File: config.mk
export PLATFORM = sky130hd
export DESIGN_NAME = code_pulse_decoder_flat
export DESIGN_NICKNAME = d
export VERILOG_FILES = /design/src/rtl/code_pulse_decoder_pkg.sv /design/src/rtl/code_pulse_decoder_if.sv /design/src/rtl/code_pulse_decoder_onehot_lut.sv /design/src/rtl/code_pulse_decoder.sv /design/src/flat_wrapper.sv
export SDC_FILE = /design/constraint.sdc
export NUM_CORES = 1
export LEC_CHECK = 0
export ABC_AREA = 1
export BUFFER_PORTS_ARGS = -buffer_cell sky130_fd_sc_hd__buf_2
export CORE_MARGIN = 4
export CORE_UTILIZATION = 55
export CTS_BUF_LIST = sky130_fd_sc_hd__clkbuf_8
export DETAILED_ROUTE_END_ITERATION = 7
export GPL_TIMING_DRIVEN = 0
export PLACE_DENSITY = 0.76
export REMOVE_ABC_BUFFERS = 1
export SLEW_MARGIN = 10
export SYNTH_ARGS = -nofsm -noshare
export SYNTH_HDL_FRONTEND = slang
export SYNTH_SLANG_ARGS = --single-unit
File: constraint.sdc
create_clock -name clk -period 2.15 [get_ports clk]
set_input_delay 0.1075 -clock clk [delete_from_list [all_inputs] [get_ports clk]]
set_output_delay 0.1075 -clock clk [all_outputs]
set_load 0.005 [all_outputs]
File: src/rtl/code_pulse_decoder_pkg.sv
// ---------------------------------------------------------------------------
// code_pulse_decoder_pkg
// Shared priority-code package: 3-bit line code and 8-bit one-hot line
// types, the decoder FSM state enum and the fixed code->line decode table.
// The existing priority encoder's bench uses decode_code() for round-trip
// checks, so the table here is the single source of truth.
// ---------------------------------------------------------------------------
package code_pulse_decoder_pkg;

   localparam int NUM_LINES = 8;

   typedef logic [2:0]           code_t;
   typedef logic [NUM_LINES-1:0] line_t;

   typedef enum logic [1:0] {
      IDLE   = 2'd0,
      ACTIVE = 2'd1,
      GAP    = 2'd2
   } state_t;

   // The code assignment is not binary for the low lines: 010 selects
   // line 3, 001 line 2 and 011 line 1. This mirrors the encoder.
   function automatic line_t decode_code(input code_t code);
      line_t line;
      line = '0;
      case (code)
         3'b111:  line = 8'h80;
         3'b110:  line = 8'h40;
         3'b101:  line = 8'h20;
         3'b100:  line = 8'h10;
         3'b010:  line = 8'h08;
         3'b001:  line = 8'h04;
         3'b011:  line = 8'h02;
         default: line = 8'h01;  // 3'b000
      endcase
      return line;
   endfunction

endpackage

File: src/rtl/code_pulse_decoder_if.sv
// ---------------------------------------------------------------------------
// code_pulse_decoder_if
// Command-side bundle of the pulse decoder.
//   code_in    : 3-bit line code (master -> decoder)
//   code_valid : code_in valid (master -> decoder)
//   code_ready : decoder can accept a code (decoder -> master)
//   line_out   : one-hot strobe, zero when not strobing (decoder -> master)
//   busy       : decoder in ACTIVE or GAP (decoder -> master)
//   done       : one-cycle pulse at strobe end (decoder -> master)
// ---------------------------------------------------------------------------
interface code_pulse_decoder_if;
   import code_pulse_decoder_pkg::*;

   code_t code_in;
   logic  code_valid;
   logic  code_ready;
   line_t line_out;
   logic  busy;
   logic  done;

   modport master (
      output code_in, code_valid,
      input  code_ready, line_out, busy, done
   );

   modport slave (
      input  code_in, code_valid,
      output code_ready, line_out, busy, done
   );

endinterface

File: src/rtl/code_pulse_decoder_onehot_lut.sv
// ---------------------------------------------------------------------------
// code_onehot_lut
// Purely combinational 3->8 table: maps a line code to its one-hot line.
//   code : 3-bit line code in
//   line : 8-bit one-hot line out (exactly one bit set for any code)
// ---------------------------------------------------------------------------
module code_onehot_lut
   import code_pulse_decoder_pkg::*;
(
   input  code_t code,
   output line_t line
);

   assign line = decode_code(code);

endmodule

File: src/rtl/code_pulse_decoder.sv
// ---------------------------------------------------------------------------
// code_pulse_decoder
// Accepts a 3-bit line code over a valid/ready handshake and drives the
// matching one of eight lines as a PULSE_LEN-cycle strobe, followed by a
// GAP_LEN-cycle recovery gap before the next code is accepted.
//
// Ports:
//   clk  : rising-edge clock
//   rst  : asynchronous active-high reset
//   bus  : code_pulse_decoder_if.slave (code_in/code_valid/code_ready,
//          line_out, busy, done)
//
// Parameters:
//   PULSE_LEN : strobe length in cycles (1..255)
//   GAP_LEN   : idle cycles after a strobe (0..255)
//   CNT_W     : counter width, must hold max(PULSE_LEN, GAP_LEN)
//
// Build option:
//   DEC_ZERO_IDLE_EN : when defined, code 000 means "no request". It is
//   still accepted, but no strobe and no done are produced; the FSM goes
//   straight to GAP (or stays in IDLE when GAP_LEN is 0).
// ---------------------------------------------------------------------------
module code_pulse_decoder
   import code_pulse_decoder_pkg::*;
#(
   parameter int PULSE_LEN = 4,
   parameter int GAP_LEN   = 1,
   parameter int CNT_W     = 8
) (
   input  logic                 clk,
   input  logic                 rst,
   code_pulse_decoder_if.slave  bus
);

   // Counter reload values; the counter counts down to zero inclusive.
   localparam logic [CNT_W-1:0] PULSE_RELOAD = CNT_W'(PULSE_LEN - 1);
   localparam logic [CNT_W-1:0] GAP_RELOAD   =
      (GAP_LEN == 0) ? '0 : CNT_W'(GAP_LEN - 1);

   state_t           state_q, state_d;
   code_t            code_q,  code_d;
   logic [CNT_W-1:0] cnt_q,   cnt_d;
   line_t            line_q,  line_d;
   logic             done_q,  done_d;

   line_t            line_dec;
   logic             accept;

   assign accept = bus.code_valid && bus.code_ready;

   // Captured-code path: on an accept the LUT sees the incoming code so
   // the strobe can be registered on the accept edge itself; afterwards it
   // sees the held code, which keeps line_out stable through ACTIVE.
   always_comb begin
      code_d = code_q;
      if ((state_q == IDLE) && accept) begin
         code_d = bus.code_in;
      end
   end

   code_onehot_lut u_lut (
      .code (code_d),
      .line (line_dec)
   );

   always_comb begin
      state_d = state_q;
      cnt_d   = cnt_q;
      line_d  = line_q;
      done_d  = 1'b0;

      unique case (state_q)
         IDLE: begin
            line_d = '0;
            if (accept) begin
`ifdef DEC_ZERO_IDLE_EN
               if (bus.code_in == 3'b000) begin
                  // "No request": complete the handshake, skip the strobe.
                  if (GAP_LEN == 0) begin
                     state_d = IDLE;
                  end else begin
                     state_d = GAP;
                     cnt_d   = GAP_RELOAD;
                  end
               end else
`endif
               begin
                  state_d = ACTIVE;
                  cnt_d   = PULSE_RELOAD;
                  line_d  = line_dec;
               end
            end
         end

         ACTIVE: begin
            if (cnt_q == '0) begin
               line_d = '0;
               done_d = 1'b1;
               if (GAP_LEN == 0) begin
                  state_d = IDLE;
               end else begin
                  state_d = GAP;
                  cnt_d   = GAP_RELOAD;
               end
            end else begin
               cnt_d  = cnt_q - 1'b1;
               line_d = line_dec;
            end
         end

         GAP: begin
            line_d = '0;
            if (cnt_q == '0) begin
               state_d = IDLE;
            end else begin
               cnt_d = cnt_q - 1'b1;
            end
         end

         default: begin
            state_d = IDLE;
            line_d  = '0;
         end
      endcase
   end

   always_ff @(posedge clk or posedge rst) begin
      if (rst) begin
         state_q <= IDLE;
         code_q  <= '0;
         cnt_q   <= '0;
         line_q  <= '0;
         done_q  <= 1'b0;
      end else begin
         state_q <= state_d;
         code_q  <= code_d;
         cnt_q   <= cnt_d;
         line_q  <= line_d;
         done_q  <= done_d;
      end
   end

   // Ready is held low for the whole reset, not just until the next edge.
   assign bus.code_ready = (state_q == IDLE) && !rst;
   assign bus.line_out   = line_q;
   assign bus.done       = done_q;
   assign bus.busy       = (state_q != IDLE);

endmodule

File: src/flat_wrapper.sv
// flat-port wrapper written by rule: the top's interface ports become plain ports
module code_pulse_decoder_flat import code_pulse_decoder_pkg::*;
#(
   parameter int PULSE_LEN = 4,
   parameter int GAP_LEN   = 1,
   parameter int CNT_W     = 8
)
  (clk, rst, bus_code_in, bus_code_valid, bus_code_ready, bus_line_out, bus_busy, bus_done);
  code_pulse_decoder_if bus_i ();
  input  logic clk;
  input  logic rst;
  input wire logic [$bits(bus_i.code_in)-1:0] bus_code_in;
  input wire logic [$bits(bus_i.code_valid)-1:0] bus_code_valid;
  output wire logic [$bits(bus_i.code_ready)-1:0] bus_code_ready;
  output wire logic [$bits(bus_i.line_out)-1:0] bus_line_out;
  output wire logic [$bits(bus_i.busy)-1:0] bus_busy;
  output wire logic [$bits(bus_i.done)-1:0] bus_done;
  assign bus_i.code_in = bus_code_in;
  assign bus_i.code_valid = bus_code_valid;
  assign bus_code_ready = bus_i.code_ready;
  assign bus_line_out = bus_i.line_out;
  assign bus_busy = bus_i.busy;
  assign bus_done = bus_i.done;
  code_pulse_decoder #(.PULSE_LEN(PULSE_LEN), .GAP_LEN(GAP_LEN), .CNT_W(CNT_W)) u_core (.clk(clk), .rst(rst), .bus(bus_i));
endmodule
# Word level (Yosys, flattened, before mapping)
# Index checks and enable logic that the tools add are counted.
# totals
ff_bits	22
in_bits	6
output_inout_bits	11
word_cells	44
# classes
n_addsub	1
n_eq_ne	13
n_mux	15
reduce_logical	10
# ops
operator	n
8-bit one-hot mux with 7 select lines	1
8-bit two-way mux	5
8-bit one-hot mux with 3 select lines	1
8-bit one-hot mux with 2 select lines	1
3-bit equality test, second input constant	4
8-bit zero test	1
8-bit by 1-bit subtractor with 8-bit output, second input constant	1
3-bit by 2-bit equality test with 1-bit output, second input constant	2
2-bit two-way mux	3
2-bit by 1-bit inequality test with 1-bit output, second input constant	3
2-bit one-hot mux with 3 select lines	1
3-bit AND reduction	2
3-bit by 1-bit equality test with 1-bit output, second input constant	1
1-bit logical AND	3
3-bit two-way mux	1
3-bit nonzero test	1
2-bit by 1-bit equality test with 1-bit output, second input constant	1
2-bit equality test, second input constant	1
2-bit zero test	1
1-bit two-way mux	2
2-bit inequality test, second input constant	1
2-bit nonzero test	1
1-bit zero test	1

# Depth between registers and ports, before layout
# Gate-level depths: netlist of run 1.
# depth
depth_word	9
depth_mapped	9

# Hierarchy
# Synthesis of run 1 repeated with hierarchy kept, for this count alone.
# unflattened
hier_cells	153
area_unflattened_um2	1276.2
# modules_own_cells
module	instances	cells_each	area_each_um2	seq_area_each_um2
code_pulse_decoder	1	138	1219.9	550.5
code_onehot_lut	1	15	56.3	0.0

# Worst setup path after synthesis of run 1
# No wires, ideal clock.
# synth_timing
path_type	reg2reg
from	reg u_core.state_q[0]
to	reg u_core.cnt_q[1]
setup_time_ns	0.117
arrival_time_ns	1.391
required_ns	2.033
setup_slack_ns	0.642
stages_incl_launch_ff	10
n_path_buf	0
path_cell_list	dfrtp_1 > inv_1 > ha_1 > nand3_4 > nand2_1 > nand2_2 > a21oi_4 > nand2_2 > nor2_1 > nor2_1
# synth_via
elab_chain_len	5
elab_cells_between_ends	10
cone_classes	4 x eq/ne; 1 x mux; 5 x reduce/logical
# synth_rtl
element	line_no	text
start, declared	code_pulse_decoder.sv:40	state_t state_q, state_d;
start signal, assigned	code_pulse_decoder.sv:135	state_q <= state_d;
2-bit zero test	code_pulse_decoder.sv:72, code_pulse_decoder.sv:144	
1-bit logical AND	code_pulse_decoder.sv:144	assign bus.code_ready = (state_q == IDLE) && !rst;
1-bit logical AND	code_pulse_decoder.sv:49	assign accept = bus.code_valid && bus.code_ready;
2-bit by 1-bit inequality test with 1-bit output (no source line)	n/a	
3-bit AND reduction (no source line)	n/a	
end signal, assigned	code_pulse_decoder.sv:137	cnt_q <= cnt_d;
end, declared	code_pulse_decoder.sv:42	logic [CNT_W-1:0] cnt_q, cnt_d;
# Several ways; a longest one is shown, not always the timed one.
# A chain may end at the register's enable or synchronous reset.

# Final worst setup path of run 1
# layout_timing
from	in rst
to	reg u_core.cnt_q[6]
# layout_via
elab_chain_len	5
# layout_rtl
element	line_no	text
start, declared	flat_wrapper.sv:11	input logic rst;
1-bit zero test (no source line)	n/a	
1-bit logical AND	code_pulse_decoder.sv:144	
1-bit logical AND	code_pulse_decoder.sv:49	
2-bit by 1-bit inequality test with 1-bit output (no source line)	n/a	
3-bit AND reduction (no source line)	n/a	
# No other way between the ends.

==> results of run 1 <==
[cells by family (layout without fill, tap and decap cells)]
| group | count (synthesis) | count (layout) |
|---|---|---|
| and+or+nand+nor | 71 | 71 |
| buffers and inverters | 28 | 49 |
| DFF | 22 | 22 |
| AOI/OAI and AO/OA | 20 | 20 |
| adders and majority gates | 7 | 7 |
| xor gates and xnor gates | 1 | 1 |
[layout make-up]
cell class	instances	area, um2
clock buffer	3	41.3
clock inverter	1	30.0
tap	27	33.8
inverter	28	105
timing repair buffer	17	90.1
multi-input combinational	99	520
fill	165	631
sequential	22	551
[layer usage]
layer,vias up,track usage
li1,499,-
met5,-,0
met1,476,0.235
met3,4,0.0518
met4,0,0.0747
met2,14,0.369
[cell usage in the layout (no fill, tap or decap), types with 2 or more instances in the layout]
cell | Yosys | routed
ha_1 | 7 | 7
clkbuf_8 | 0 | 3
a21oi_1 | 7 | 7
o21ai_1 | 2 | 2
buf_2 | 0 | 16
inv_1 | 27 | 27
o21ai_0 | 8 | 8
dfrtp_1 | 22 | 22
nor2_2 | 2 | 2
nand2_2 | 3 | 3
nand3_1 | 10 | 10
nand2_1 | 33 | 33
nor2_1 | 21 | 21
[through the flow]
stage	cells	setup slack (ns)	total power [uW]	instance area (um2)	utilization
5_1_grt	197	0.0285	2370	1370	0.685
2_1_floorplan	149	0.642	1490	1180	-
4_1_cts	197	0.212	2170	1370	0.685
3_5_place_dp	192	0.413	1760	1290	0.644
6_report	197	0.267	2150	1370	0.685
3_3_place_gp	192	0.472	1710	1290	0.644
[flip-flops by register name, summed over array words and instances, names as in the netlist]
register / count
u_core.state_q: 2
u_core.code_q: 3
u_core.cnt_q: 8
u_core.bus.line_out: 8
u_core.bus.done: 1
[repair_timing]
action / in CTS / in global routing
hold buffers: 1 / 0
endpoints found under the hold margin: 22 / 0
setup endpoints to repair: 0 / 0
[worst max-delay path, stage by stage]
cell,delay [ns]
dlygate4sd3_1,0.53
buf_2,0.13
inv_2,0.38
nand3_4,0.19
nand2_1,0.14
nand2_2,0.09
a21oi_4,0.24
inv_1,0.12
nand2_1,0.08
nand2_1,0.05
[power by group]
| part | total, uW | internal (uW) | switching [uW] |
|---|---|---|---|
| clock | 388 | 249 | 139 |
| combinational | 1110 | 377 | 734 |
| sequential | 648 | 563 | 85.0 |
[worst min-delay path by stage]
stage,endpoint,from,depth (start not counted)
floorplan,u_core.bus.done,rst,1
global placement,u_core.state_q[0],rst,2
detailed placement,u_core.bus.line_out[6],rst,2
CTS,u_core.code_q[2],bus_code_in[2],3
global route,u_core.code_q[2],bus_code_in[2],3
finish,u_core.code_q[2],bus_code_in[2],3
==> flow_summary.toml, run 1 <==
[place]
portBuffers = 16
hpwl_um = 1800
gp_congestion = 0.803

[routing]
drc = 0
wl_per_cell_um = 11.9
drt_iter0_drc = 22
vias = 993
wl_met1_um = 994
via_per_inst = 5.04
routed.top_layer = "met4"
wirelength_um = 2340
antenna_left = 0
met2WireLength_um = 1220
drtPass1Iterations = 4
route.met3.wl_um = 96

[timing]
finClkSkew_ns = 0.00502
finalSetupTns_ns = 0
final-setup-viol-count = 0
period_needed_ns = 1.88
period_share = 0.876
hold_viol = 0
drv_slew = 0
finalHoldWorstSlack_ns = 0.124
relSlewSlack = 0.662
tightest_slew_ns = 0.506
max_freq_ghz = 0.531
rsz0062_at_grt = "false"

[clock_network]
clkTransAtPathRegs_ns = 0.08
tritoncts = "yes"
clk_latency_ns = 0.27
cts_resized = 0
max-clock-path-buffers = 2
cts_setup_buffers = 0
cts_max_level = 1
clkSinkCount = 22
cts_buffers = 3
root_buffer = "clkbuf_8"

[floorplanning]
fp.dieH_um = 54.2
row_count = 16
pin_count = 17
die_w_um = 54.2
core_um2 = 2000
die_area_um2 = 2940
initial_core_util = 0.587

[status]
status = "finished, final reports clean"

[setup_path]
rr_startpoint = "u_core.state_q[0]"
start_kind = "input pin"
worstPathRequired_ns = 2.32
rr_endpoint = "u_core.cnt_q[6]"
cp-endpoint = "u_core.cnt_q[6]"
crit_type = "input pin to flip-flop"
rrSetupSlack_ns = 0.40
startpoint = "rst"
crit_arrival_ns = 2.05
cp-end-kind = "flip-flop"
path_max_fanout = 24
reg2reg_depth = 9

[synth]
synth_compound_area_frac = 0.0989
synth_warnings = 0
synth_common_cells = "nand2_1 (33), inv_1 (27), dfrtp_1 (22), nor2_1 (21), nand3_1 (10)"
yosysMostFrequentCell = "nand2_1"
synth_xor_xnor_area_share = 0.00745
syn_area_um2 = 1180
synth-seq-cells = 22
yosys-top-cells-area = "dfrtp_1 (47%), nand2_1 (11%), inv_1 (8.6%)"
synth_mux_area_frac = 0
ys_seq_area_frac = 0.468
synth-adder-area-share = 0.0745
syn_inst = 149
syn_avg_cell_area_um2 = 7.89
yosysTopAreaCell = "dfrtp_1"
synthSimpleGateAreaFrac = 0.262
ys.flop_type = "dfrtp_1"
synth_enable_flop_cells = 0
synth_cell_type_count = 18
synth_top_family_by_area = "simple AND/OR/NAND/NOR gates"
synthArstFlopShare = 1.00
synth_top_area_share = 0.468

[final_layout]
drive_gt1_frac = 0.176
area_growth_syn_to_layout_pct = 16.6
nNetsFinal = 184
diodes = 0

[grt]
grt_pass1_vias = 1022
antenna_found_initial = 0
grt_max_degree = 25
overflow = 0
track_usage = 0.206
grt_pass1_wl_um = 4340

[power_and_ir_drop]
ir_worst_vdd_uv = 905
p_leak_uw = 0.000774
p_per_area_nw_per_um2 = 1570

[min_path]
min_path_type = "input pin to flip-flop"

[run]
maxCapViolCount = 0
Power figures use the tool's default switching activity.
==> inputs of run 2 (changes only) <==
--- a/config.mk
+++ b/config.mk
@@ -7,12 +7,15 @@
 export LEC_CHECK = 0
 export ABC_AREA = 1
 export BUFFER_PORTS_ARGS = -buffer_cell sky130_fd_sc_hd__buf_2
+export CELL_PAD_IN_SITES_DETAIL_PLACEMENT = 0
+export CELL_PAD_IN_SITES_GLOBAL_PLACEMENT = 1
+export CORE_ASPECT_RATIO = 0.5
 export CORE_MARGIN = 4
-export CORE_UTILIZATION = 55
+export CORE_UTILIZATION = 43
 export CTS_BUF_LIST = sky130_fd_sc_hd__clkbuf_8
 export DETAILED_ROUTE_END_ITERATION = 7
 export GPL_TIMING_DRIVEN = 0
-export PLACE_DENSITY = 0.76
+export PLACE_DENSITY = 0.8
 export REMOVE_ABC_BUFFERS = 1
 export SLEW_MARGIN = 10
 export SYNTH_ARGS = -nofsm -noshare
==> run 2 against run 1 <==
- sequential cell count stayed put
- sequential power barely moved
- first-iteration DRC count grew 23%
- total power down 0.22%
- setup slack improved by 0.013 ns
- worst hold slack lost 0.00069 ns
- critical path depth unchanged
- maximum frequency grew 0.70%
- critical path type unchanged
- clock skew is 0.0019 ns lower
- sequential share of layout area is 0.36 points lower
- utilization is 15 points lower
- final cell count grew 5.1%
==> flow_summary.toml, run 2 (same netlist as run 1, synthesis figures left out) <==
[routing]
drt_iter0_drc = 27
antenna_left = 0
wl_per_cell_um = 11.1
drc = 0
wirelength_um = 2300
drtPass1Iterations = 4
vias = 956
via_per_inst = 4.62

[setup_path]
path_max_fanout = 24
worstPathRequired_ns = 2.31
cp_slowest_cell = "dlygate4sd3_1"
cp_slowest_stage_delay_ns = 0.53
crit_type = "input pin to flip-flop"
critPathTopFamily = "buffers and inverters"
rr_startpoint = "u_core.state_q[1]"
crit_chain = "dlygate4sd3_1, buf_2, inv_2, nand3_4, nand2_1, nand2_2, a21oi_4, nand2_2, nor2_1, nor2_1"
crit_arrival_ns = 2.03
start_kind = "input pin"
cp-end-kind = "flip-flop"
startpoint = "rst"
worst-path-buf-inv = 3

[grt]
antenna_found_initial = 0
track_usage = 0.146
grt_pass1_wl_um = 4000
grt_pass1_vias = 889
grtUsageMet1 = 0.191
overflow = 0
grt_max_degree = 25
grt_use_met2 = 0.234
grt.busiest_layer = "met2"
groute.layer.met3.usage = 0.0498

[clock_network]
cts_max_level = 1
clkSinkCount = 22
clkTransAtPathRegs_ns = 0.08
max-clock-path-buffers = 2
tritoncts = "yes"
cts_buffers = 3
clk_latency_ns = 0.27
root_buffer = "clkbuf_8"

[floorplanning]
row_count = 13
pin_count = 17
die_area_um2 = 3690
initial_core_util = 0.452
die_w_um = 82.0
fp.dieH_um = 45.0
core_um2 = 2600

[timing]
finalSetupTns_ns = 0
drv_slew = 0
period_share = 0.870
relSlewSlack = 0.650
tightest_slew_ns = 0.524
finClkSkew_ns = 0.00311
max_freq_ghz = 0.535
hold_viol = 0
final-setup-viol-count = 0
rsz0062_at_grt = "false"
period_needed_ns = 1.87

[power_and_ir_drop]
total_power_uw = 2140
p_sw_uw = 956
p_per_area_nw_per_um2 = 1550
pwr-share-seq = 0.302
internal_power_uw = 1190
ir_worst_vdd_uv = 751
power_frac_clock = 0.183
p_leak_uw = 0.000774
combPwrFrac = 0.515
sw_frac_of_total = 0.446

[place]
dpl_cell_area_um2 = 1300
gp_congestion = 0.782
hpwl_um = 1750
portBuffers = 16

[final_layout]
multiInputGateArea_um2 = 520
regArea_um2 = 551
fin_util = 0.532
area_growth_syn_to_layout_pct = 17.7
layout_common_cells = "nand2_1 (33), inv_1 (27), dfrtp_1 (22)"
layout_commonest_cell = "nand2_1"
drive_gt1_frac = 0.176
diodes = 0
nFillCells = 258
final_area_um2 = 1380
nNetsFinal = 184

[min_path]
min_from = "bus_code_in[2]"
min_path_type = "input pin to flip-flop"

[status]
status = "finished, final reports clean"

[run]
maxCapViolCount = 0
==> run 2: cell counts in the layout (fill, tap and decap cells not counted) <==
Identical to the previous run, type by type.
==> run 2: area by class of cell <==
| class | count | share of cell area |
|---|---|---|
| multi-input cells | 99 | 0.376 |
| inverters | 28 | 0.0759 |
| clock inverters | 1 | 0.0217 |
| well taps | 37 | 0.0335 |
| repair buffers | 17 | 0.0651 |
| clock buffers | 3 | 0.0298 |
| flip-flops and latches | 22 | 0.398 |
==> run 2: worst min-delay path, cell delays in order <==
cell,delay [ns]
buf_2,0.10
inv_1,0.04
o21ai_1,0.09
==> run 2: metal layers <==
metal / vias to the layer above / wire, um
li1: 500 / -
met1: 439 / 1130
met2: 13 / 1030
met3: 4 / 127
met4: 0 / 23
met5: - / 0
==> run 2: worst paths after layout <==
| kind | slack [ns] | depth (start not counted) | end |
|---|---|---|---|
| min in group asynchronous | 0.43 | 3 | u_core.state_q[0] |
| hold reg to reg | 0.52 | 2 | u_core.cnt_q[0] |
| hold / removal | 0.12 | 3 | u_core.code_q[2] |
| max in group asynchronous | 1.37 | 3 | u_core.bus.line_out[6] |
| setup reg to reg | 0.43 | 9 | u_core.cnt_q[1] |
| setup / recovery | 0.28 | 10 | u_core.cnt_q[1] |
==> run 2: what timing repair did <==
item	in CTS	in global routing
hold buffers	1	0
gates resized for setup	0	0
hold endpoints to repair	22	0
setup buffers	0	0
==> run 2: power groups by stage <==
stage	Clock, uW	Sequential [uW]	Combinational, uW
floorplan	0	644	845
global placement	0	655	1090
detailed placement	0	656	1120
CTS	399	649	1120
global route	420	670	1270
finish	391	648	1100
==> run 2: through the flow <==
stage	hold slack, ns	cells	setup slack [ns]
floorplan	-0.00682	149	0.642
global placement	0.180	202	0.426
detailed placement	0.190	202	0.419
CTS	0.122	207	0.205
global route	0.148	207	0.0799
finish	0.123	207	0.280
==> inputs of run 3 (changes only) <==
--- a/config.mk
+++ b/config.mk
@@ -5,17 +5,16 @@
 export SDC_FILE = /design/constraint.sdc
 export NUM_CORES = 1
 export LEC_CHECK = 0
-export ABC_AREA = 1
 export BUFFER_PORTS_ARGS = -buffer_cell sky130_fd_sc_hd__buf_2
 export CELL_PAD_IN_SITES_DETAIL_PLACEMENT = 0
 export CELL_PAD_IN_SITES_GLOBAL_PLACEMENT = 1
 export CORE_ASPECT_RATIO = 0.5
 export CORE_MARGIN = 4
-export CORE_UTILIZATION = 43
+export CORE_UTILIZATION = 45
 export CTS_BUF_LIST = sky130_fd_sc_hd__clkbuf_8
 export DETAILED_ROUTE_END_ITERATION = 7
 export GPL_TIMING_DRIVEN = 0
-export PLACE_DENSITY = 0.8
+export PLACE_DENSITY = 0.79
 export REMOVE_ABC_BUFFERS = 1
 export SLEW_MARGIN = 10
 export SYNTH_ARGS = -nofsm -noshare
==> run 3 against run 2 <==
- worst hold slack worse by 0.10 ns
- global-route usage is 0.18 points higher
- sequential share of layout area is 0.40 points higher
- final cell count is 19% lower
- combinational power is 6% lower
- clock skew is 0.00090 ns higher
- utilization is 4.9 points higher
==> flow_summary.toml, run 3 <==
[status]
status = "finished, final reports clean"

[setup_path]
cp-end-kind = "flip-flop"
crit_type = "flip-flop to flip-flop"
start_kind = "flip-flop"
crit_arrival_ns = 2.24
rr_startpoint = "u_core.state_q[0]"
cp_slowest_stage_delay_ns = 0.51
worstPathRequired_ns = 2.34
startpoint = "u_core.state_q[0]"
crit_chain = "inv_1, ha_4, nand3b_4, a21o_2, or4_1, a21oi_1"
critPathTopFamily = "simple AND/OR/NAND/NOR gates"
path_max_fanout = 14
worst-path-buf-inv = 1
cp_slowest_cell = "or4_1"

[place]
portBuffers = 16
gp_congestion = 0.775
hpwl_um = 1690
dpl_cell_area_um2 = 1280

[clock_network]
cts_setup_buffers = 0
clkSinkCount = 22
tritoncts = "yes"
root_buffer = "clkbuf_8"
cts_buffers = 3
max-clock-path-buffers = 2
clkTransAtPathRegs_ns = 0.08
cts_max_level = 1
clk_latency_ns = 0.27

[synth]
yosys-top-cells-area = "dfrtp_1 (47%), ha_1 (7.4%), nor2_1 (3.8%)"
synth_warnings = 0
ys.flop_type = "dfrtp_1"
yosysTopAreaCell = "dfrtp_1"
syn_avg_cell_area_um2 = 10.2
synth_cell_type_count = 38
synth_common_cells = "dfrtp_1 (22), nor2_1 (12), inv_1 (11), a21oi_1 (7), ha_1 (7)"
synth_enable_flop_cells = 0
synthArstFlopShare = 1.00
ys_seq_area_frac = 0.466
synth-seq-cells = 22
syn_inst = 116
synth_top_area_share = 0.466
yosysMostFrequentCell = "dfrtp_1"
syn_area_um2 = 1180

[timing]
max_freq_ghz = 0.488
period_share = 0.953
hold_viol = 0
final-setup-viol-count = 0
rsz0062_at_grt = "false"
tightest_slew_ns = 0.849
relSlewSlack = 0.433
finClkSkew_ns = 0.00401
finalSetupTns_ns = 0
finalHoldWorstSlack_ns = 0.0199
period_needed_ns = 2.05
drv_slew = 0

[min_path]
min_path_type = "input pin to asynchronous set/reset pin"

[final_layout]
diodes = 0
area_growth_syn_to_layout_pct = 15.9
layout_commonest_cell = "dfrtp_1"
layout_common_cells = "dfrtp_1 (22), buf_2 (16), nor2_1 (12)"
multiInputGateArea_um2 = 583
drive_gt1_frac = 0.205
final_area_um2 = 1370
nNetsFinal = 146
regArea_um2 = 551
nFillCells = 225

[routing]
drtPass1Iterations = 4
vias = 897
drt_iter0_drc = 52
antenna_left = 0
via_per_inst = 5.37
drc = 0
wl_per_cell_um = 14.0
wirelength_um = 2340

[run]
maxCapViolCount = 0

[floorplanning]
pin_count = 17
initial_core_util = 0.502
fp.dieH_um = 44.2
die_w_um = 80.5
row_count = 12
die_area_um2 = 3560
core_um2 = 2360

[power_and_ir_drop]
p_per_area_nw_per_um2 = 1540
ir_worst_vdd_uv = 744
total_power_uw = 2100
p_leak_uw = 0.000689

[grt]
grt_pass1_wl_um = 3900
antenna_found_initial = 0
overflow = 0
track_usage = 0.148
grt_pass1_vias = 808
grt_max_degree = 23
-- run 3: path summary, 6_finish.rpt --
kind | cells past startpoint | to | slack, ns
max reg2reg | 6 | u_core.cnt_q[3] | 0.10
min reg2reg | 1 | u_core.code_q[2] | 0.51
min in group clk | 3 | u_core.code_q[0] | 0.16
max | 6 | u_core.cnt_q[3] | 0.10
min | 2 | u_core.code_q[1] | 0.02
max in group asynchronous | 2 | u_core.cnt_q[0] | 1.60
-- run 3: final cells by class --
| type | count | share of cell area |
|---|---|---|
| well taps | 35 | 0.0320 |
| clock buffers | 3 | 0.0301 |
| multi-input cells | 79 | 0.426 |
| repair buffers | 16 | 0.0584 |
| inverters | 11 | 0.0301 |
| flip-flops and latches | 22 | 0.402 |
| clock inverters | 1 | 0.0219 |
-- run 3: metal layers --
metal,track usage,vias up,wire [um]
met5,0,-,0
met4,0.0505,0,24
met3,0.0488,2,121
met2,0.224,21,1030
met1,0.201,418,1160
li1,-,456,-
-- run 3: cells by family (layout without fill, tap and decap cells) --
kind of cell             after synthesis  after routing  share of synthesized area
adder cells (fa/ha/maj)                7              7                     0.0741
multiplexers                           4              4                     0.0349
AND/OR/NAND/NOR                       38             38                      0.188
flip-flops                            22             22                      0.466
AO/OA/AOI/OAI                         29             29                      0.169
buffers and inverters                 15             31                     0.0603
XOR/XNOR                               1              1                    0.00741
-- run 3: timing repair --
| item | 4_1_cts | 5_1_grt |
|---|---|---|
| pin swaps | 0 | 0 |
| endpoints found under the setup margin | 2 | 3 |
| gates resized for setup | 1 | 3 |
| hold buffers | 0 | 0 |
-- run 3: through the flow --
stage          std cells  utilization  worst slack, ns
3_3_place_gp         163        0.541          -0.0378
3_5_place_dp         163        0.541          -0.0791
2_1_floorplan        112            -            0.174
4_1_cts              167        0.573          0.00330
6_report             167        0.581            0.102
5_1_grt              167        0.581           0.0147
-- run 3: power by group --
part | leakage (uW) | switching [uW] | internal (uW)
combinational | 0.000364 | 594 | 435
sequential | 0.000289 | 121 | 565
clock | 0.0000357 | 140 | 249
